==> config.mk <==
export PLATFORM = sky130hd
export DESIGN_NAME = branch_update_queue_flat
export DESIGN_NICKNAME = d
export VERILOG_FILES = /design/src/rtl/branch_update_queue_pkg.sv /design/src/rtl/branch_update_queue_if.sv /design/src/rtl/branch_update_queue_bq_fifo.sv /design/src/rtl/branch_update_queue.sv /design/src/flat_wrapper.sv
export SDC_FILE = /design/constraint.sdc
export NUM_CORES = 1
export LEC_CHECK = 0
export ABC_AREA = 1
export BUFFER_PORTS_ARGS = -buffer_cell sky130_fd_sc_hd__buf_2
export CAP_MARGIN = 25
export CORE_UTILIZATION = 32
export DETAILED_ROUTE_END_ITERATION = 7
export PLACE_DENSITY = 0.59
export SLEW_MARGIN = 20
export SYNTH_ARGS = -nofsm -noshare
export SYNTH_HDL_FRONTEND = slang
export SYNTH_SLANG_ARGS = --single-unit
export TNS_END_PERCENT = 10
==> constraint.sdc <==
create_clock -name clk -period 2.5 [get_ports clk]
set_input_delay 0.5 -clock clk [delete_from_list [all_inputs] [get_ports clk]]
set_output_delay 0.5 -clock clk [all_outputs]
set_load 0.02 [all_outputs]
==> src/rtl/branch_update_queue_pkg.sv <==
// Shared definitions for the branch update queue.
//   BQ_ADDR_W  : default instruction address width
//   BQ_DEPTH   : default number of queue entries
//   INST_SIZE  : byte size of one instruction (fall-through PC step)
//   bq_entry_t : one queued predictor update {pc, taken} at the default width
package branch_update_queue_pkg;

  localparam int BQ_ADDR_W = 32;
  localparam int BQ_DEPTH  = 4;
  localparam int INST_SIZE = 4;

  typedef struct packed {
    logic [BQ_ADDR_W-1:0] pc;
    logic                 taken;
  } bq_entry_t;

endpackage

==> src/rtl/branch_update_queue_if.sv <==
// Bus between EX / predictor / fetch and the branch update queue.
//   rdy                      : global ready, low freezes the queue
//   br_valid_i .. br_target_i: resolved branch from EX (br_ready_o back)
//   flush_o, redirect_pc_o   : registered mispredict pulse and corrected PC
//   upd_ready_i, we_o, waddr_o, res_taken_o : predictor write port
//   stat_branch_o, stat_miss_o              : running statistics
// The master modport is the environment side, slave is the queue side.
interface branch_update_queue_if
  import branch_update_queue_pkg::*;
#(
  parameter int ADDR_W = BQ_ADDR_W
) ();

  logic              rdy;
  logic              br_valid_i;
  logic              br_ready_o;
  logic [ADDR_W-1:0] br_pc_i;
  logic              br_taken_i;
  logic              br_pred_i;
  logic [ADDR_W-1:0] br_target_i;
  logic              flush_o;
  logic [ADDR_W-1:0] redirect_pc_o;
  logic              upd_ready_i;
  logic              we_o;
  logic [ADDR_W-1:0] waddr_o;
  logic              res_taken_o;
  logic [31:0]       stat_branch_o;
  logic [31:0]       stat_miss_o;

  modport master (
    output rdy, br_valid_i, br_pc_i, br_taken_i, br_pred_i, br_target_i,
           upd_ready_i,
    input  br_ready_o, flush_o, redirect_pc_o, we_o, waddr_o, res_taken_o,
           stat_branch_o, stat_miss_o
  );

  modport slave (
    input  rdy, br_valid_i, br_pc_i, br_taken_i, br_pred_i, br_target_i,
           upd_ready_i,
    output br_ready_o, flush_o, redirect_pc_o, we_o, waddr_o, res_taken_o,
           stat_branch_o, stat_miss_o
  );

endinterface

==> src/rtl/branch_update_queue_bq_fifo.sv <==
// bq_fifo: generic synchronous FIFO with a combinational head view.
//   clk, rst_n : clock, asynchronous active-low reset (empties the FIFO)
//   push       : write push_data at the tail (ignored when full)
//   pop        : drop the head entry (ignored when empty)
//   full/empty : occupancy flags
//   head       : current head entry, all zeros when empty
module bq_fifo #(
  parameter int DEPTH = 4,
  parameter int WIDTH = 33
) (
  input  logic             clk,
  input  logic             rst_n,
  input  logic             push,
  input  logic [WIDTH-1:0] push_data,
  input  logic             pop,
  output logic             full,
  output logic             empty,
  output logic [WIDTH-1:0] head
);

  localparam int PTR_W = $clog2(DEPTH);
  localparam logic [PTR_W:0] FULL_CNT = DEPTH[PTR_W:0];

  logic [WIDTH-1:0] mem [DEPTH];
  logic [PTR_W-1:0] wr_ptr_reg;
  logic [PTR_W-1:0] rd_ptr_reg;
  logic [PTR_W:0]   count_reg;
  logic             do_push;
  logic             do_pop;

  assign full  = (count_reg == FULL_CNT);
  assign empty = (count_reg == '0);

  // A full FIFO refuses a push even when it pops in the same cycle.
  assign do_push = push && !full;
  assign do_pop  = pop && !empty;

  // Pointers wrap naturally because DEPTH is a power of two.
  always_ff @(posedge clk or negedge rst_n) begin
    if (!rst_n) begin
      wr_ptr_reg <= '0;
      rd_ptr_reg <= '0;
      count_reg  <= '0;
    end else begin
      if (do_push) wr_ptr_reg <= wr_ptr_reg + 1'b1;
      if (do_pop)  rd_ptr_reg <= rd_ptr_reg + 1'b1;
      case ({do_push, do_pop})
        2'b10:   count_reg <= count_reg + 1'b1;
        2'b01:   count_reg <= count_reg - 1'b1;
        default: count_reg <= count_reg;
      endcase
    end
  end

  // Storage carries no reset: stale contents are masked by the empty flag.
  always_ff @(posedge clk) begin
    if (do_push) mem[wr_ptr_reg] <= push_data;
  end

  assign head = empty ? '0 : mem[rd_ptr_reg];

endmodule

==> src/rtl/branch_update_queue.sv <==
// branch_update_queue: checks resolved branches against their prediction,
// raises a one-cycle flush with the corrected PC on a mismatch, and queues
// every accepted outcome for the predictor write port.
//   clk, rst_n : clock, asynchronous active-low reset
//   bus        : branch_update_queue_if slave modport (see interface file)
module branch_update_queue
  import branch_update_queue_pkg::*;
#(
  parameter int DEPTH  = BQ_DEPTH,
  parameter int ADDR_W = BQ_ADDR_W
) (
  input logic                  clk,
  input logic                  rst_n,
  branch_update_queue_if.slave bus
);

  typedef struct packed {
    logic [ADDR_W-1:0] pc;
    logic              taken;
  } entry_t;

  entry_t            push_entry;
  entry_t            head_entry;
  logic              full;
  logic              empty;
  logic              accept;
  logic              mispredict;
  logic [ADDR_W-1:0] redirect_next;

  logic              flush_reg;
  logic [ADDR_W-1:0] redirect_reg;
  logic [31:0]       stat_branch_reg;
  logic [31:0]       stat_miss_reg;

  // The cycle showing flush is wrong-path, so nothing is taken from EX then.
  assign accept     = bus.rdy && bus.br_valid_i && !full && !flush_reg;
  assign mispredict = accept && (bus.br_taken_i != bus.br_pred_i);

  assign redirect_next = bus.br_taken_i ? bus.br_target_i
                                        : bus.br_pc_i + ADDR_W'(INST_SIZE);

  assign push_entry.pc    = bus.br_pc_i;
  assign push_entry.taken = bus.br_taken_i;

  bq_fifo #(
    .DEPTH (DEPTH),
    .WIDTH ($bits(entry_t))
  ) u_fifo (
    .clk       (clk),
    .rst_n     (rst_n),
    .push      (accept),
    .push_data (push_entry),
    .pop       (bus.we_o),
    .full      (full),
    .empty     (empty),
    .head      (head_entry)
  );

  // Write port pops the head in the same cycle it is written.
  assign bus.we_o        = bus.rdy && !empty && bus.upd_ready_i;
  assign bus.waddr_o     = head_entry.pc;
  assign bus.res_taken_o = head_entry.taken;
  assign bus.br_ready_o  = !full;

  // Everything holds while rdy is low, including a pending flush pulse.
  always_ff @(posedge clk or negedge rst_n) begin
    if (!rst_n) begin
      flush_reg       <= 1'b0;
      redirect_reg    <= '0;
      stat_branch_reg <= '0;
      stat_miss_reg   <= '0;
    end else if (bus.rdy) begin
      flush_reg <= mispredict;
      if (mispredict) begin
        redirect_reg  <= redirect_next;
        stat_miss_reg <= stat_miss_reg + 32'd1;
      end
      if (accept) begin
        stat_branch_reg <= stat_branch_reg + 32'd1;
      end
    end
  end

  assign bus.flush_o       = flush_reg;
  assign bus.redirect_pc_o = redirect_reg;
  assign bus.stat_branch_o = stat_branch_reg;
  assign bus.stat_miss_o   = stat_miss_reg;

endmodule

==> src/flat_wrapper.sv <==
// flat-port wrapper written by rule: the top's interface ports become plain ports
module branch_update_queue_flat import branch_update_queue_pkg::*;
#(
  parameter int DEPTH  = BQ_DEPTH,
  parameter int ADDR_W = BQ_ADDR_W
)
  (clk, rst_n, bus_rdy, bus_br_valid_i, bus_br_pc_i, bus_br_taken_i, bus_br_pred_i, bus_br_target_i, bus_upd_ready_i, bus_br_ready_o, bus_flush_o, bus_redirect_pc_o, bus_we_o, bus_waddr_o, bus_res_taken_o, bus_stat_branch_o, bus_stat_miss_o);
  branch_update_queue_if #(.ADDR_W(ADDR_W)) bus_i ();
  input logic clk;
  input logic rst_n;
  input wire logic [$bits(bus_i.rdy)-1:0] bus_rdy;
  input wire logic [$bits(bus_i.br_valid_i)-1:0] bus_br_valid_i;
  input wire logic [$bits(bus_i.br_pc_i)-1:0] bus_br_pc_i;
  input wire logic [$bits(bus_i.br_taken_i)-1:0] bus_br_taken_i;
  input wire logic [$bits(bus_i.br_pred_i)-1:0] bus_br_pred_i;
  input wire logic [$bits(bus_i.br_target_i)-1:0] bus_br_target_i;
  input wire logic [$bits(bus_i.upd_ready_i)-1:0] bus_upd_ready_i;
  output wire logic [$bits(bus_i.br_ready_o)-1:0] bus_br_ready_o;
  output wire logic [$bits(bus_i.flush_o)-1:0] bus_flush_o;
  output wire logic [$bits(bus_i.redirect_pc_o)-1:0] bus_redirect_pc_o;
  output wire logic [$bits(bus_i.we_o)-1:0] bus_we_o;
  output wire logic [$bits(bus_i.waddr_o)-1:0] bus_waddr_o;
  output wire logic [$bits(bus_i.res_taken_o)-1:0] bus_res_taken_o;
  output wire logic [$bits(bus_i.stat_branch_o)-1:0] bus_stat_branch_o;
  output wire logic [$bits(bus_i.stat_miss_o)-1:0] bus_stat_miss_o;
  assign bus_i.rdy = bus_rdy;
  assign bus_i.br_valid_i = bus_br_valid_i;
  assign bus_i.br_pc_i = bus_br_pc_i;
  assign bus_i.br_taken_i = bus_br_taken_i;
  assign bus_i.br_pred_i = bus_br_pred_i;
  assign bus_i.br_target_i = bus_br_target_i;
  assign bus_i.upd_ready_i = bus_upd_ready_i;
  assign bus_br_ready_o = bus_i.br_ready_o;
  assign bus_flush_o = bus_i.flush_o;
  assign bus_redirect_pc_o = bus_i.redirect_pc_o;
  assign bus_we_o = bus_i.we_o;
  assign bus_waddr_o = bus_i.waddr_o;
  assign bus_res_taken_o = bus_i.res_taken_o;
  assign bus_stat_branch_o = bus_i.stat_branch_o;
  assign bus_stat_miss_o = bus_i.stat_miss_o;
  branch_update_queue #(.DEPTH(DEPTH), .ADDR_W(ADDR_W)) u_core (.clk(clk), .rst_n(rst_n), .bus(bus_i));
endmodule
==> impl_results.md <==
- Net Sw Frac: 0.3832
- Ys async rst share: 0.4407
- GRT Util Overall: 0.1865
- DP HPWL: 24,470 um
- Internal: 0.009261 W
- Hold Crit Start: bus_rdy
- Top Family by Delay on Critical Path: buffers and inverters
- Clock network power share: 0.282
- Period utilisation layout: 0.9720
- # IOs: 203
- Count leader, synth: nand2_1
- Clock Latency Late Sink: 0.56 ns
- Hold Path End: u_core.bus.flush_o$_DFFE_PN0P_
- Root Buffer: clkbuf_16
- Reg with most FFs: u_core.u_fifo.mem
- First-pass GRT wire length: 55,170 um
- Worst hold margin: 0.1798 ns
- Pwr/cell area: 1025 mW/mm2
- Initial core utilization: 0.3243
- Mean Syn Cell Area: 8.477 um2
- Worst endpoint required time: 2.00 ns
- Area contributors post-synth: edfxtp_1 34%, dfrtp_1 22%, nand2_1 13%
- DRT iter0 DRCs: 692
- Number of vias per cell: 4.750
- Max reg flops: 132
- Final hold vios: 0
- Die ar.: 0.03770 mm2
- CTS Buf Count: 28
- Die Wd: 194.2 um
- Psw: 0.005754 W
- Slowest stage cell on the critical path: dfrtp_2
- Synth cell types: 35
- Critical Path Source: u_core.u_fifo.rd_ptr_reg[0]$_DFFE_PN0P_
- Vias in the first global route: 9,820
- Count of input and output buffers: 202
- Mapped Nets: 1,474
- Reg-to-reg slack, setup: 0.64 ns
- Fmax: 411.5 MHz
- Total grt overflow: 0
- Hold Crit Depth: 2
- Pleak: 6.293 nW
- Yosys warns: 0
- Cells after synthesis: 1,394
- Crit path time final: 2.430 ns
- Unrepaired setup endpoints after global routing: true
- Final setup vio count: 0
- R2R Path Start: u_core.u_fifo.count_reg[2]$_DFFE_PN0P_
- H-tree depth: 1
- Pin count of the biggest net entering global routing: 55
- Die Span Y: 194.2 um
- CP Data Arrival Time: 1.93 ns
- Worst reg2reg path depth: 8
- DR pass1 iterations: 5
- Crit path buf inv count: 4
- Core ar.: 0.03643 mm2
- Final core occ: 0.4022
- Final setup margin: 0.07011 ns
- Layout cells sized above 1: 0.1935
- CTS tree: done
- Final Wtd Congestion: 0.8826
- Clock buffer depth: 3
- Worst path most repeated cell: buf_12
- Total Routed Length: 35,430 um
- VDD IR-drop max: 0.5608 mV
- Setup Skew: 0.01991 ns
- Worst-path cell chain: buf_12 > clkinv_8 > buf_12 > o21ai_0 > a21oi_1 > buf_4
- Commonest cells in the netlist: 399 x nand2_1, 312 x nor2_1, 132 x edfxtp_1, 104 x dfrtp_1, 85 x o21ai_0
- TritonCTS Sinks: 236
- Via count: 9,971
- Post-synth top area cell: edfxtp_1
- Pre-CTS setup slack: 0.3841 ns
- Area growth syn-to-layout: 23.99%
- Reg power frac: 0.348
- Critical path type: flop to output port
- Cell Area, Synth: 0.01182 mm2
- Post-synth EDFFs: 132
- Critical path launch point type: flop
- Avg WL per Cell: 16.88 um
- Max_cap viols: 0
- CP peak stage delay: 0.41 ns
- Flops & latches, synth: 236
- Worst Tran Pin Value: 0.5095 ns
- Fin. max-slew vios: 0
- Max Fanout on Critical Path: 17
- Sequential-to-total area share from yosys stat: 0.5556
- Post-route insts no fill: 2,099
- Cell Count Post-Placement: 2,039
- Initial antenna violation count: 5
- Crit. End Element: output port
- Nets@finish: 1,687
- Rows: 70
- Main synth FF type: edfxtp_1
- Remaining DRCs: 0
- Outcome: finished, final reports clean
- Combinational share of power: 0.371
- Worst-path clk slew: 0.06 ns
- R2r endpoint: u_core.u_fifo.count_reg[2]$_DFFE_PN0P_
- Hold Crit Class: input pin to flop
- Post-DRT Antenna Nets: 0
- Power Total: 0.01501 W
- Rel. slew slack: 0.6603
- Share of the synthesized area in the top cell type: 0.3354
## through the flow
step / setup TNS (ns) / area (um2)
after floorplan: -47.26 / 11820
after global placement: 0 / 13500
after detailed placement: 0 / 13500
after CTS: -0.01093 / 14480
after global routing: -0.03080 / 14650
final: 0 / 14650
## worst max path at each step
stage	endpoint	slack, ns	depth (start not counted)
floorplan	u_core.u_fifo.mem[0][0]$_DFFE_PP_	-0.36	6
global placement	u_core.u_fifo.count_reg[2]$_DFFE_PN0P_	0.42	9
detailed placement	u_core.bus.redirect_pc_o[28]$_DFFE_PN0P_	0.38	11
CTS	bus_waddr_o[13]	-0.008	6
global route	bus_waddr_o[20]	-0.02	7
finish	bus_waddr_o[20]	0.07	6
## cells by family after synthesis
kind of cell	after synthesis	share of synthesized area
compound gates	158	0.07295
flops	236	0.5556
simple gates	819	0.2828
fa+ha+maj	9	0.01016
xor+xnor	40	0.03028
buf+inv	132	0.04817
## cell type report
cell class / instances / area, um2
diodes: 3 / 7.507
clock buffers: 29 / 704.4
clock inverters: 22 / 251.5
fillers: 3652 / 21780
inverters: 86 / 335.3
multi-input cells: 1026 / 4713
flip-flops and latches: 236 / 6568
well taps: 468 / 585.6
repair buffers: 229 / 1488
## routing by layer
layer / routed length (um) / vias up / share of wire / global-route usage
li1: - / 4955 / - / -
met4: 1031 / 6 / 0.029 / 0.06026
met2: 16380 / 297 / 0.46 / 0.3046
met1: 15400 / 4643 / 0.43 / 0.2451
met3: 2581 / 70 / 0.073 / 0.04140
met5: 45 / - / 0.0013 / 0
## power by group through the flow
stage	Combinational [W]	Clock [W]	Sequential (W)
floorplan	0.00278	0	0.00567
global placement	0.00516	0	0.00528
detailed placement	0.00523	0	0.00529
CTS	0.00527	0.00436	0.00522
global route	0.00613	0.00451	0.00530
finish	0.00556	0.00423	0.00522
## placed cells by master (no fill, tap or decap), types with 2 or more instances in the layout
cell,n
xnor2_1,18
inv_2,6
o21bai_1,5
nand2_2,4
bufinv_16,5
clkinv_1,8
a2bb2oi_1,7
edfxtp_1,132
inv_1,78
clkinv_2,5
nor2_2,8
o21ai_0,84
nor3_1,4
o21ai_1,9
nand2_1,399
xor2_1,21
nand3b_1,16
clkinv_8,2
a21oi_1,44
o31ai_2,3
nor2_4,6
a21oi_2,4
clkbuf_16,31
clkinv_4,2
nand4_1,8
buf_4,13
nand3_1,57
nand3_2,3
nor2_1,308
buf_6,3
or2_2,3
dfrtp_1,103
diode_2,3
buf_2,194
buf_12,15
ha_1,8
## worst register-to-register path, delay by kind of cell, from the launching register on
family | cells | cell delay [ns]
AOI/OAI and AO/OA | 2 | 0.26
xor gates and xnor gates | 1 | 0.14
adders and majority gates | 2 | 0.57
buffers and inverters | 1 | 0.07
DFF | 1 | 0.44
and+or+nand+nor | 2 | 0.26
## what timing repair did
action,CTS,global route
hold buffers,1,0
endpoints found under the setup margin,25,26
buffers inserted,0,1
gates cloned,0,4
endpoints found under the hold margin,29,0
pin swaps,0,7
resized for setup,4,21
(Power assumes the default switching activity.)
